<file path="src/rtl/hk_spi_pkg.sv">
// Shared definitions for the housekeeping SPI slave: command fields,
// stream command constants and the transfer state encoding.
package hk_spi_pkg;

  localparam int CMD_WR_BIT = 7;
  localparam int CMD_RD_BIT = 6;
  localparam int CMD_CNT_HI = 5;
  localparam int CMD_CNT_LO = 3;

  localparam logic [7:0] CMD_READ_STREAM  = 8'h40;
  localparam logic [7:0] CMD_WRITE_STREAM = 8'h80;
  localparam logic [7:0] CMD_RW_STREAM    = 8'hC0;

  typedef enum logic [2:0] {
    IDLE,
    CMD,
    ADDR,
    DATA,
    DONE
  } state_e;

  // A command is usable only if it reads and/or writes and its low bits are clear.
  function automatic logic cmd_valid(input logic [7:0] cmd);
    return (cmd[CMD_WR_BIT:CMD_RD_BIT] != 2'b00) && (cmd[2:0] == 3'b000);
  endfunction

endpackage

</file>
<file path="src/rtl/hk_spi_sync.sv">
// Oversampling front end: synchronises SCK/CSB/SDI into the system clock
// domain and produces registered edge pulses aligned with the sampled SDI.
module hk_spi_sync
  import hk_spi_pkg::*;
#(
  parameter int SYNC_STAGES = 2
) (
  input  logic clock,
  input  logic reset,
  input  logic spi_sck,
  input  logic spi_csb,
  input  logic spi_sdi,
  output logic sck_rise,
  output logic sck_fall,
  output logic csb_fall,
  output logic csb_s,
  output logic sdi_s
);

  logic [SYNC_STAGES-1:0] r_sck_sync;
  logic [SYNC_STAGES-1:0] r_csb_sync;
  logic [SYNC_STAGES-1:0] r_sdi_sync;
  logic [SYNC_STAGES-1:0] r_flush;
  logic                   r_sck_d;
  logic                   r_csb_d;
  logic                   r_csb_armed;
  logic                   r_sck_rise;
  logic                   r_sck_fall;
  logic                   r_csb_fall;
  logic                   r_sdi_d;
  logic                   w_sck_s;
  logic                   w_csb_s;
  logic                   w_sdi_s;

  assign w_sck_s = r_sck_sync[SYNC_STAGES-1];
  assign w_csb_s = r_csb_sync[SYNC_STAGES-1];
  assign w_sdi_s = r_sdi_sync[SYNC_STAGES-1];

  // NOTE: sequential state uses non-blocking assignments so every flop samples
  // the pre-edge value of its neighbours, giving a true shift chain.
  always_ff @(posedge clock or posedge reset) begin
    if (reset) begin
      r_sck_sync  <= '0;
      r_csb_sync  <= '1;
      r_sdi_sync  <= '0;
      r_flush     <= '0;
      r_sck_d     <= 1'b0;
      r_csb_d     <= 1'b1;
      r_csb_armed <= 1'b0;
      r_sck_rise  <= 1'b0;
      r_sck_fall  <= 1'b0;
      r_csb_fall  <= 1'b0;
      r_sdi_d     <= 1'b0;
    end else begin
      r_sck_sync[0] <= spi_sck;
      r_csb_sync[0] <= spi_csb;
      r_sdi_sync[0] <= spi_sdi;
      r_flush[0]    <= 1'b1;
      for (int i = 1; i < SYNC_STAGES; i++) begin
        r_sck_sync[i] <= r_sck_sync[i-1];
        r_csb_sync[i] <= r_csb_sync[i-1];
        r_sdi_sync[i] <= r_sdi_sync[i-1];
        r_flush[i]    <= r_flush[i-1];
      end
      r_sck_d    <= w_sck_s;
      r_csb_d    <= w_csb_s;
      r_sdi_d    <= w_sdi_s;
      r_sck_rise <= w_sck_s & ~r_sck_d;
      r_sck_fall <= ~w_sck_s & r_sck_d;
      // CSB held low through reset must be seen high before a fall counts.
      r_csb_armed <= r_csb_armed | (r_flush[SYNC_STAGES-1] & w_csb_s);
      r_csb_fall  <= ~w_csb_s & r_csb_d & r_csb_armed;
    end
  end

  assign sck_rise = r_sck_rise;
  assign sck_fall = r_sck_fall;
  assign csb_fall = r_csb_fall;
  assign csb_s    = w_csb_s;
  assign sdi_s    = r_sdi_d;

endmodule

</file>
<file path="src/rtl/hk_spi_slave.sv">
// Housekeeping SPI slave: decodes command/address/data bytes into register
// read/write strobes. Define HK_SPI_NBYTE_EN to honour the cmd[5:3] byte count.
module hk_spi_slave
  import hk_spi_pkg::*;
#(
  parameter int ADDR_W      = 8,
  parameter int SYNC_STAGES = 2
) (
  input  logic              clock,
  input  logic              reset,
  input  logic              spi_sck,
  input  logic              spi_csb,
  input  logic              spi_sdi,
  output logic              spi_sdo,
  output logic              spi_sdoenb,
  output logic [ADDR_W-1:0] reg_addr,
  output logic [7:0]        reg_wdata,
  output logic              reg_we,
  output logic              reg_re,
  input  logic [7:0]        reg_rdata,
  output logic              busy
);

  state_e            r_state;
  state_e            w_next_state;
  logic [2:0]        r_bit_cnt;
  logic [7:0]        r_rx_shift;
  logic [7:0]        r_cmd;
  logic [7:0]        r_tx_shift;
  logic [7:0]        r_wdata;
  logic [ADDR_W-1:0] r_addr;
  logic              r_we;
  logic              r_re;
  logic              r_inc_pend;
  logic              r_load;
  logic              w_sck_rise;
  logic              w_unused_sck_fall;
  logic              w_csb_fall;
  logic              w_csb_s;
  logic              w_sdi_s;
  logic              w_active;
  logic              w_byte_done;
  logic              w_last;
  logic [7:0]        w_rx_byte;

  hk_spi_sync #(
    .SYNC_STAGES(SYNC_STAGES)
  ) u_sync (
    .clock   (clock),
    .reset   (reset),
    .spi_sck (spi_sck),
    .spi_csb (spi_csb),
    .spi_sdi (spi_sdi),
    .sck_rise(w_sck_rise),
    .sck_fall(w_unused_sck_fall),
    .csb_fall(w_csb_fall),
    .csb_s   (w_csb_s),
    .sdi_s   (w_sdi_s)
  );

  assign w_rx_byte   = {r_rx_shift[6:0], w_sdi_s};
  assign w_byte_done = w_active & w_sck_rise & (r_bit_cnt == 3'd7) & ~w_csb_s;

  always_ff @(posedge clock or posedge reset) begin
    if (reset) r_state <= IDLE;
    else       r_state <= w_next_state;
  end

  // NOTE: default assignment first so no path leaves the next state unassigned,
  // which would otherwise infer a latch.
  always_comb begin
    w_next_state = r_state;
    case (r_state)
      IDLE:    if (w_csb_fall) w_next_state = CMD;
      CMD:     if (w_byte_done) w_next_state = cmd_valid(w_rx_byte) ? ADDR : DONE;
      ADDR:    if (w_byte_done) w_next_state = DATA;
      DATA:    if (w_byte_done && w_last) w_next_state = DONE;
      default: w_next_state = r_state;
    endcase
    if (w_csb_s) w_next_state = IDLE;
  end

  always_comb begin
    w_active   = (r_state == CMD) || (r_state == ADDR) || (r_state == DATA);
    spi_sdoenb = !((r_state == DATA) && r_cmd[CMD_RD_BIT]);
    busy       = ~w_csb_s;
  end

  always_ff @(posedge clock or posedge reset) begin
    if (reset) begin
      r_bit_cnt  <= '0;
      r_rx_shift <= '0;
      r_cmd      <= '0;
      r_tx_shift <= '0;
      r_wdata    <= '0;
      r_addr     <= '0;
      r_we       <= 1'b0;
      r_re       <= 1'b0;
      r_inc_pend <= 1'b0;
      r_load     <= 1'b0;
    end else begin
      r_we       <= 1'b0;
      r_re       <= 1'b0;
      r_inc_pend <= 1'b0;
      r_load     <= r_re;

      if (w_csb_s || (r_state == IDLE)) begin
        r_bit_cnt <= '0;
      end else if (w_active && w_sck_rise) begin
        r_bit_cnt  <= r_bit_cnt + 3'd1;
        r_rx_shift <= w_rx_byte;
      end

      if (w_byte_done) begin
        case (r_state)
          CMD:  r_cmd <= w_rx_byte;
          ADDR: begin
            r_addr <= ADDR_W'(w_rx_byte);
            r_re   <= r_cmd[CMD_RD_BIT];
          end
          DATA: begin
            if (r_cmd[CMD_WR_BIT]) begin
              // Write lands first; the increment and prefetch follow next cycle.
              r_wdata    <= w_rx_byte;
              r_we       <= 1'b1;
              r_inc_pend <= 1'b1;
            end else begin
              r_addr <= r_addr + ADDR_W'(1);
              r_re   <= r_cmd[CMD_RD_BIT] & ~w_last;
            end
          end
          default: ;
        endcase
      end

      if (r_inc_pend) begin
        r_addr <= r_addr + ADDR_W'(1);
        r_re   <= r_cmd[CMD_RD_BIT] & (r_state == DATA);
      end

      if (r_load)          r_tx_shift <= reg_rdata;
      else if (w_sck_rise) r_tx_shift <= {r_tx_shift[6:0], 1'b0};
    end
  end

`ifdef HK_SPI_NBYTE_EN
  logic [2:0] r_remain;
  logic       r_cnt_on;

  always_ff @(posedge clock or posedge reset) begin
    if (reset) begin
      r_remain <= '0;
      r_cnt_on <= 1'b0;
    end else if (r_state == IDLE) begin
      r_cnt_on <= 1'b0;
    end else if (w_byte_done && (r_state == CMD)) begin
      r_remain <= w_rx_byte[CMD_CNT_HI:CMD_CNT_LO];
      r_cnt_on <= (w_rx_byte[CMD_CNT_HI:CMD_CNT_LO] != 3'd0);
    end else if (w_byte_done && (r_state == DATA) && r_cnt_on) begin
      r_remain <= r_remain - 3'd1;
    end
  end

  assign w_last = r_cnt_on && (r_remain == 3'd1);
`else
  assign w_last = 1'b0;
`endif

  assign spi_sdo   = r_tx_shift[7];
  assign reg_addr  = r_addr;
  assign reg_wdata = r_wdata;
  assign reg_we    = r_we;
  assign reg_re    = r_re;

endmodule

</file>
<file path="config.mk">
export PLATFORM = sky130hd
export DESIGN_NAME = hk_spi_slave
export DESIGN_NICKNAME = d
export VERILOG_FILES = /design/src/rtl/hk_spi_pkg.sv /design/src/rtl/hk_spi_sync.sv /design/src/rtl/hk_spi_slave.sv
export SDC_FILE = /design/constraint.sdc
export NUM_CORES = 1
export LEC_CHECK = 0
export BUFFER_PORTS_ARGS = -buffer_cell sky130_fd_sc_hd__buf_4
export CAP_MARGIN = 20
export CORE_ASPECT_RATIO = 0.9
export CORE_MARGIN = 4
export CORE_UTILIZATION = 45
export CTS_BUF_LIST = sky130_fd_sc_hd__clkbuf_4
export CTS_CLUSTER_SIZE = 14
export DETAILED_ROUTE_END_ITERATION = 12
export MAX_ROUTING_LAYER = met4
export PLACE_DENSITY_LB_ADDON = 0.3
export SYNTH_ARGS = -nofsm -noshare
export SYNTH_HDL_FRONTEND = slang
export SYNTH_SLANG_ARGS = --single-unit
</file>
<file path="constraint.sdc">
create_clock -name clock -period 1.64 [get_ports clock]
set_input_delay 0.164 -clock clock [delete_from_list [all_inputs] [get_ports clock]]
set_output_delay 0.164 -clock clock [all_outputs]
set_load 0.01 [all_outputs]
</file>
# Yosys cells after proc, flatten, opt, wreduce, memory -nomap -nowiden
# Index checks and enable logic that the tools add are counted.
dict set report word_totals {
  reg_bits 62
  out_inout_bits 21
  wordCells 83
}
dict set report classes {
  n_addsub 2
  eq_ne 8
  muxes 21
  bitwise_logic 12
  reduce_logical 20
}
# op count
set op_table {}
lappend op_table {{two-way mux 8 bit} 5}
lappend op_table {{two-way mux 3 bit} 7}
lappend op_table {{case mux 8 bit (2 select lines)} 1}
lappend op_table {{case mux 3 bit (3 select lines)} 1}
lappend op_table {{adder 8 x 1 -> 8 bit, second input constant} 1}
lappend op_table {{bitwise AND 1 bit} 8}
lappend op_table {{nonzero test 2 bit} 4}
lappend op_table {{equality test 3 x 2 -> 1 bit, second input constant} 2}
lappend op_table {{logical NOT 3 bit} 2}
lappend op_table {{two-way mux 1 bit} 6}
lappend op_table {{inequality test 3 x 2 -> 1 bit, second input constant} 2}
lappend op_table {{AND reduction 3 bit} 2}
lappend op_table {{AND reduction 2 bit} 2}
lappend op_table {{AND reduction 4 bit} 1}
lappend op_table {{nonzero test 4 bit} 1}
lappend op_table {{adder 3 x 1 -> 3 bit, second input constant} 1}
lappend op_table {{equality test 3 x 1 -> 1 bit, second input constant} 1}
lappend op_table {{equality test 3 bit, second input constant} 1}
lappend op_table {{logical AND 1 bit} 3}
lappend op_table {{logical OR 1 bit} 3}
lappend op_table {{inequality test 3 x 1 -> 1 bit, second input constant} 1}
lappend op_table {{inequality test 3 bit, second input constant} 1}
lappend op_table {{NOT 1 bit} 3}
lappend op_table {{nonzero test 3 bit} 1}
lappend op_table {{other kinds (3)} 3}

# Longest topological paths before layout
# Gate-level depths: netlist of the first run.
dict set report depth {
  depth_word 9
  mapped_depth 7
}

# Hierarchy
# From an unflattened synthesis of the first run, not the netlist that was laid out.
dict set report hier_totals {
  hier_cells 196
  area_unflattened_um2 2402.3
}
# module instances cells_each area_each_um2 seq_area_each_um2
set by_module_without_submodules {}
lappend by_module_without_submodules {hk_spi_slave 1 175 1984.4 1051.0}
lappend by_module_without_submodules {hk_spi_sync 1 21 417.9 379.1}

# Worst setup path after synthesis of the first run
# No wires, ideal clock.
dict set report synth_timing {
  path_kind {register to register}
  startpoint {reg r_bit_cnt[0]}
  endpoint {reg r_addr[0], in the netlist reg_addr[0]}
  setup_ns 0.086
  t_arrival_ns 1.672
  required_ns 1.554
  path_slack_ns -0.118
  stages_incl_launch_ff 8
  n_path_buf 1
  period_less_slack_ns 1.758
  cell_sequence {dfrtp_1 > ha_1 > ha_1 > and3_2 > a31o_2 > buf_4 > and3_2 > nor3_1}
}
dict set report synth_via {
  elab_chain_cells 5
}
# item line
set synth_rtl {}
lappend synth_rtl {{start: declaration} hk_spi_slave.sv:26} ;# logic [2:0] r_bit_cnt;
lappend synth_rtl {{start signal: assignment} hk_spi_slave.sv:110} ;# r_bit_cnt <= r_bit_cnt + 3'd1;
lappend synth_rtl {{equality test 3 bit} hk_spi_slave.sv:62} ;# assign w_byte_done = w_active & w_sck_rise & (r_bit_cnt == 3'd7) & ~w_csb_s;
lappend synth_rtl {{bitwise AND 1 bit (2 in a row)} hk_spi_slave.sv:62}
lappend synth_rtl {{nonzero test 2 bit (no line)} --}
lappend synth_rtl {{AND reduction 3 bit (no line)} --}
lappend synth_rtl {{end signal: assignment} hk_spi_slave.sv:118} ;# r_addr <= ADDR_W'(w_rx_byte);
lappend synth_rtl {{end signal: assignment} hk_spi_slave.sv:128} ;# r_addr <= r_addr + ADDR_W'(1);
lappend synth_rtl {{end signal: assignment} hk_spi_slave.sv:137} ;# r_addr <= r_addr + ADDR_W'(1);
lappend synth_rtl {{end: declaration} hk_spi_slave.sv:31} ;# logic [ADDR_W-1:0] r_addr;
# No other way between the ends.
# A chain may end at the register's enable or synchronous reset.

# Worst setup path after layout of the first run
dict set report layout_timing {
  startpoint {reg r_bit_cnt[1]}
  endpoint {reg r_wdata[2], in the netlist reg_wdata[2]}
}
dict set report layout_via {
  elab_chain_cells 4
}
# item line
set layout_rtl {}
lappend layout_rtl {{equality test 3 bit} hk_spi_slave.sv:62}
lappend layout_rtl {{bitwise AND 1 bit (2 in a row)} hk_spi_slave.sv:62}
lappend layout_rtl {{AND reduction 3 bit (no line)} --}
lappend layout_rtl {{end signal: assignment} hk_spi_slave.sv:124} ;# r_wdata <= w_rx_byte;
lappend layout_rtl {{end: declaration} hk_spi_slave.sv:30} ;# logic [7:0] r_wdata;
# No other way between the ends.

==> impl_metrics.env, run 1 <==
export IMPL_wire_per_inst_um=13.92
export IMPL_cts_sinks=56
export IMPL_synth_seq_cells=56
export IMPL_pwr_share_seq_pct=65.0
export IMPL_cp_start_kind="register"
export IMPL_hold_viol=0
export IMPL_overflow=0
export IMPL_worst_setup_path_type="register to register"
export IMPL_timing_fmax_ghz=0.6205
export IMPL_netlist_area_sq_mm=0.002384
export IMPL_grt_pass1_wl_mm=7.755
export IMPL_crit_path_end_kind="register"
export IMPL_start_util_pct=47.82
export IMPL_dr_pass1_iters=4
export IMPL_hold_ws_ns=0.3632
export IMPL_synth_top_area_share_pct=55.64
export IMPL_yosys_top_cells_area="dfrtp_1, mux2_2, mux2i_1"
export IMPL_cts_buffers=5
export IMPL_max_cap_viol_count=0
export IMPL_place_congestion=0.8486
export IMPL_synth_area_per_cell_sq_um=12.04
export IMPL_htreeDepth=2
export IMPL_die_area_sq_mm=0.006527
export IMPL_async_reset_ff_share_pct=100.0
export IMPL_syn2layout_area_growth_pct=27.87
export IMPL_vias_per_cell=5.152
export IMPL_dp_hpwl_mm=3.040
export IMPL_path_cells="ha_2 -> ha_4 -> and3_4 -> nand4_2 -> buf_12 -> mux2_2"
export IMPL_grt_pass1_vias=1620
export IMPL_io_buffers=33
export IMPL_p_leak_nw=1.453
export IMPL_swShare_pct=24.71
export IMPL_outcome="complete, no violations"
export IMPL_vdd_ir_drop_max_mv=0.4544
export IMPL_nets=273
export IMPL_postRouteAntennaNets=0
export IMPL_num_vias=1664
export IMPL_finalCriticalPeriod_ns=1.612
export IMPL_p_sw_mw=0.5532
export IMPL_seq_area_sq_mm=0.001406
export IMPL_clock_skew_ns=0.007462
export IMPL_p_int_mw=1.686
export IMPL_die_w_um=84.72
export IMPL_cts_tree="yes"
export IMPL_period_share_pct=98.27
export IMPL_cp_data_arrival_time_ns=1.90
export IMPL_row_count=24
export IMPL_grt_max_degree=57
export IMPL_yosysTopAreaCell="dfrtp_1"
export IMPL_synth_fp_nets=214
export IMPL_power_density_mw_per_mm2=734.6
export IMPL_cp_max_fo=9
export IMPL_clkPwrFrac_pct=28.0
export IMPL_synth_edf_count=0
export IMPL_clockBufferDepth=2
export IMPL_required_ns=1.93
export IMPL_grt_usage_pct=15.00
export IMPL_syn_inst=198
export IMPL_drtIter0Drc=73
export IMPL_rsz0062_at_grt="yes"
export IMPL_cts_clk_slew_worst_paths_ns=0.16
export IMPL_core_area_sq_mm=0.004985
export IMPL_path_delay_family="flip-flops"
export IMPL_path_buf_inv=1
export IMPL_ys_flop_type="dfrtp_1"
export IMPL_multi_input_area_sq_um=937.1
export IMPL_antenna_found_initial=0
export IMPL_fillers=424
export IMPL_die_h_um=77.05
export IMPL_slowest_stage="dfrtp_1"
export IMPL_final_setup_viol_count=0
export IMPL_tns_ns=0
export IMPL_diodes=0
export IMPL_ys_types=41
export IMPL_top_level_ports=34
export IMPL_final_max_slew_violation_count=0
export IMPL_clock_latency_ns=0.38
export IMPL_synth_seq_area_share_pct=58.95
export IMPL_critical_path_max_stage_delay_ns=0.42
export IMPL_drcViolationCount=0
export IMPL_drt_total_wl_mm=4.497
export IMPL_worstHoldPathType="input pin to asynchronous set/reset pin"
export IMPL_comb_power_share_pct=7.0
export IMPL_drive_gt1_share_pct=37.98
export IMPL_cts_root_buffer="clkbuf_4"
export IMPL_synth_warnings=0
[what timing repair did]
| action | CTS | global route |
|---|---|---|
| endpoints found under the setup margin | 1 | 16 |
| resized for setup | 0 | 13 |
| endpoints found under the hold margin | 64 | 0 |
| setup buffers | 4 | 3 |
| hold buffers | 12 | 0 |
| pin swaps | 1 | 3 |
[synthesized netlist by cell type, types with 3 or more instances]
library cell  number
inv_1              9
a31oi_1            3
o21ai_0           16
a21oi_1            6
dfstp_2            3
nor3_1             4
buf_6              3
nand3_1            4
nor2_1            12
nand2_1           19
ha_1               3
and3_1             4
o22ai_1            4
mux2_2            16
mux2i_1           10
dfrtp_1           53
[worst paths after layout]
kind | startpoint | endpoint | slack [ns] | cells after the start
min | reset | u_sync.r_flush[0]$_DFF_PP0_ | 0.36 | 4
min reg2reg | u_sync.r_flush[0]$_DFF_PP0_ | u_sync.r_flush[1]$_DFF_PP0_ | 0.37 | 0
max | r_bit_cnt[1]$_DFFE_PP0P_ | reg_wdata[2]$_DFFE_PP0P_ | 0.03 | 6
max reg2reg | r_bit_cnt[1]$_DFFE_PP0P_ | reg_wdata[2]$_DFFE_PP0P_ | 0.03 | 6
min in group clock | u_sync.r_flush[0]$_DFF_PP0_ | u_sync.r_flush[1]$_DFF_PP0_ | 0.37 | 0
max in group asynchronous | reset | u_sync.r_csb_d$_DFF_PP1_ | 1.00 | 4
[metal layers]
layer	vias up	track usage [%]	routed length, um
met5	-	-	0
met2	45	21.05	1998
met1	801	21.34	2171
met3	10	4.180	258
li1	808	-	-
met4	0	4.272	69
[cell usage in the layout, fill, tap and decap left out, drive strengths merged, types with 5 or more instances in the layout]
cell type,instances
dfrtp,53
a21oi,7
dlygate4sd3,12
nand2,19
mux2i,10
inv,10
o21ai,16
and3,6
nor2,12
clkbuf,5
buf,48
mux2,16
[area by class of cell]
cell class / count / share of cell area, %
Multi-Input combinational cell: 125 / 30.75
Inverter: 9 / 1.108
Timing Repair Buffer: 60 / 17.24
Sequential cell: 56 / 46.14
Clock buffer: 5 / 1.232
Clock inverter: 3 / 0.8621
Tap cell: 65 / 2.668
[stage by stage]
stage / cells / setup WS (ns) / utilization, % / area (sq um) / power (mW)
after detailed placement: 296 / 0.004488 / 55.25 / 2754 / 1.614
after global routing: 323 / -0.02217 / 61.14 / 3048 / 2.357
after CTS: 320 / 0.01580 / 59.54 / 2968 / 2.273
after global placement: 296 / 0.03355 / 55.25 / 2754 / 1.609
after floorplan: 198 / 0.004849 / - / 2419 / 1.545
final: 323 / 0.02833 / 61.14 / 3048 / 2.239
[worst reg2reg max path, delay by kind of cell (launching register included)]
kind | cells | cell delay (ns)
adder cells (fa/ha/maj) | 2 | 0.36
AND/OR/NAND/NOR | 2 | 0.30
multiplexers | 1 | 0.33
flip-flops | 1 | 0.42
buffers and inverters | 1 | 0.13
[kinds of logic (layout without fill, tap and decap cells)]
family	after synthesis	in the layout	share of synthesized area, %
fa+ha+maj	3	3	1.575
simple gates	54	54	11.18
buf+inv	17	77	4.567
flops	56	56	58.95
other cells	1	1	0.1573
mux	26	26	11.76
compound gates	41	41	11.81
[power by group through the flow]
stage / Combinational (mW) / Sequential, mW / Clock, mW
final: 0.156 / 1.45 / 0.628
after detailed placement: 0.133 / 1.48 / 0
after global placement: 0.131 / 1.48 / 0
after global routing: 0.174 / 1.46 / 0.722
after floorplan: 0.0740 / 1.47 / 0
after CTS: 0.156 / 1.46 / 0.660
[state kept, by name, indices dropped and copies added, names as in the netlist]
signal / cells
u_sync.r_sck_d: 1
r_inc_pend: 1
u_sync.r_flush: 2
r_state: 3
reg_re: 1
r_rx_shift: 7
r_load: 1
r_bit_cnt: 3
u_sync.r_csb_sync: 2
r_tx_shift: 8
u_sync.csb_fall: 1
r_cmd: 2
reg_wdata: 8
u_sync.r_csb_d: 1
u_sync.sdi_s: 1
u_sync.r_sck_sync: 2
reg_addr: 8
u_sync.r_csb_armed: 1
u_sync.r_sdi_sync: 2
u_sync.sck_rise: 1
(Power assumes the default switching activity.)
==> run 2: changes to the inputs <==
Clock period 1.64 ns to 1.9 ns, I/O delays scaled along.
==> run 2 against run 1 <==
Effect of this change:
- wire length down 6.5%
- clock-buffer cell count unchanged
- fmax down 9.0%
- critical path depth unchanged
- register-to-register slack better by 0.10 ns
- total power down 9.5%
- combinational power down 29%
- non-clock buffer count down 19
- clock skew up 0.0039 ns
- design area down 7.7%
- sequential power down 13%
- sequential cell count unchanged
- critical endpoint is now reg_addr[0]$_DFFE_PP0P_
==> impl_metrics.env, run 2 (synthesis gave the netlist of run 1 again) <==
export IMPL_outcome="complete, no violations"
export IMPL_place_congestion=0.8642
export IMPL_mostFrequentLayoutCells="dfrtp_1, buf_4, nand2_1"
export IMPL_seq_area_sq_mm=0.001405
export IMPL_finalCriticalPeriod_ns=1.771
export IMPL_worst_setup_path_type="register to register"
export IMPL_tns_ns=0
export IMPL_die_w_um=84.72
export IMPL_vias_per_cell=5.211
export IMPL_timing_fmax_ghz=0.5646
export IMPL_reg2reg_from="r_bit_cnt[0]$_DFFE_PP0P_"
export IMPL_die_h_um=77.05
export IMPL_min_from="reg_rdata[3]"
export IMPL_core_area_sq_mm=0.004985
export IMPL_postRouteAntennaNets=0
export IMPL_slowest_stage="dfrtp_1"
export IMPL_drive_gt1_share_pct=31.38
export IMPL_rr_worst_depth=6
export IMPL_syn2layout_area_growth_pct=18.01
export IMPL_htreeDepth=2
export IMPL_cp_max_fo=10
export IMPL_row_count=24
export IMPL_nets=254
export IMPL_dr_pass1_iters=4
export IMPL_critical_path_max_stage_delay_ns=0.42
export IMPL_cts_buffers=5
export IMPL_drt_total_wl_mm=4.203
export IMPL_num_vias=1584
export IMPL_fillers=432
export IMPL_r2r_end="reg_addr[0]$_DFFE_PP0P_"
export IMPL_grt_usage_pct=14.58
export IMPL_top_level_ports=34
export IMPL_fin_cells=304
export IMPL_antenna_found_initial=0
export IMPL_cts_tree="yes"
export IMPL_whs_path_depth=3
export IMPL_cp_data_arrival_time_ns=2.08
export IMPL_required_ns=2.20
export IMPL_cp_start_kind="register"
export IMPL_cts_sinks=56
export IMPL_dp_cells=292
export IMPL_r2r_setup_slack_ns=0.13
export IMPL_wire_per_inst_um=13.83
export IMPL_crit_path_end_kind="register"
export IMPL_grt_pass1_vias=1542
export IMPL_rsz0062_at_grt="no"
export IMPL_dp_hpwl_mm=2.951
export IMPL_power_density_mw_per_mm2=720.4
export IMPL_drcViolationCount=0
export IMPL_max_cap_viol_count=0
export IMPL_hold_end="r_tx_shift[3]$_DFFE_PP0P_"
export IMPL_clockBufferDepth=2
export IMPL_p_leak_nw=1.373
export IMPL_hold_viol=0
export IMPL_cts_clk_slew_worst_paths_ns=0.15
export IMPL_grt_max_degree=35
export IMPL_die_area_sq_mm=0.006527
export IMPL_worstHoldPathType="input pin to register"
export IMPL_vdd_ir_drop_max_mv=0.3730
export IMPL_cts_root_buffer="clkbuf_4"
export IMPL_start_util_pct=47.82
export IMPL_hold_ws_ns=0.02023
export IMPL_diodes=0
export IMPL_overflow=0
export IMPL_final_setup_viol_count=0
export IMPL_period_share_pct=93.23
export IMPL_io_buffers=33
export IMPL_final_max_slew_violation_count=0
export IMPL_cts_setup_buffers=0
export IMPL_mostFrequentLayoutCell="dfrtp_1"
export IMPL_clock_latency_ns=0.38
export IMPL_grt_pass1_wl_mm=7.369
export IMPL_clock_skew_ns=0.01138
export IMPL_drtIter0Drc=127
export IMPL_multi_input_area_sq_um=878.3
export IMPL_path_cells="ha_1 -> ha_1 -> and3_2 -> a31o_4 -> and3_2 -> nor3_1"
==> run 2: critical path, delay by kind of cell, from the launching register on <==
family	cells	cell delay [ns]
flops	1	0.42
simple gates	3	0.61
fa+ha+maj	2	0.39
compound gates	1	0.28
==> run 2: where the power goes <==
part	internal, mW	switching, mW
clock network	0.285	0.373
logic	0.0570	0.0531
registers	1.23	0.0308
total	1.57	0.457
==> run 2: how the worst max path moves through the flow <==
stage | startpoint | end | depth (start not counted)
final | r_bit_cnt[0]$_DFFE_PP0P_ | reg_addr[0]$_DFFE_PP0P_ | 6
after global routing | r_bit_cnt[0]$_DFFE_PP0P_ | reg_addr[0]$_DFFE_PP0P_ | 6
after CTS | r_bit_cnt[0]$_DFFE_PP0P_ | reg_addr[0]$_DFFE_PP0P_ | 6
after detailed placement | r_bit_cnt[0]$_DFFE_PP0P_ | reg_addr[0]$_DFFE_PP0P_ | 6
after global placement | r_bit_cnt[0]$_DFFE_PP0P_ | reg_addr[0]$_DFFE_PP0P_ | 6
after floorplan | r_bit_cnt[0]$_DFFE_PP0P_ | reg_addr[0]$_DFFE_PP0P_ | 7
==> run 2: layout make-up <==
type                       count  area share [%]
timing repair buffer          41           11.74
clock buffer                   5           1.335
tap                           65           2.891
clock inverter                 3           1.646
multi-input combinational    125           31.23
sequential                    56           49.96
inverter                       9           1.201
==> run 2: per-layer routing <==
layer	part of all wire (%)	global-route usage [%]	vias to the layer above
li1	-	-	776
met5	0	-	-
met1	50	20.86	755
met3	6.0	3.430	6
met2	42	19.64	47
met4	2.0	6.487	0
==> run 2: stage by stage <==
stage | power [mW] | area [sq um] | setup WS, ns | utilization (%)
floorplan | 1.333 | 2384 | 0.1416 | -
global placement | 1.384 | 2680 | 0.1568 | 53.77
detailed placement | 1.387 | 2680 | 0.1039 | 53.77
CTS | 2.054 | 2804 | 0.07431 | 56.25
global route | 2.128 | 2813 | 0.01700 | 56.43
finish | 2.026 | 2813 | 0.1287 | 56.43
==> run 2: timing repair <==
action	4_1_cts	5_1_grt
gates resized for setup	0	1
hold buffers	4	0
endpoints found under the hold margin	22	0
endpoints found under the setup margin	0	1
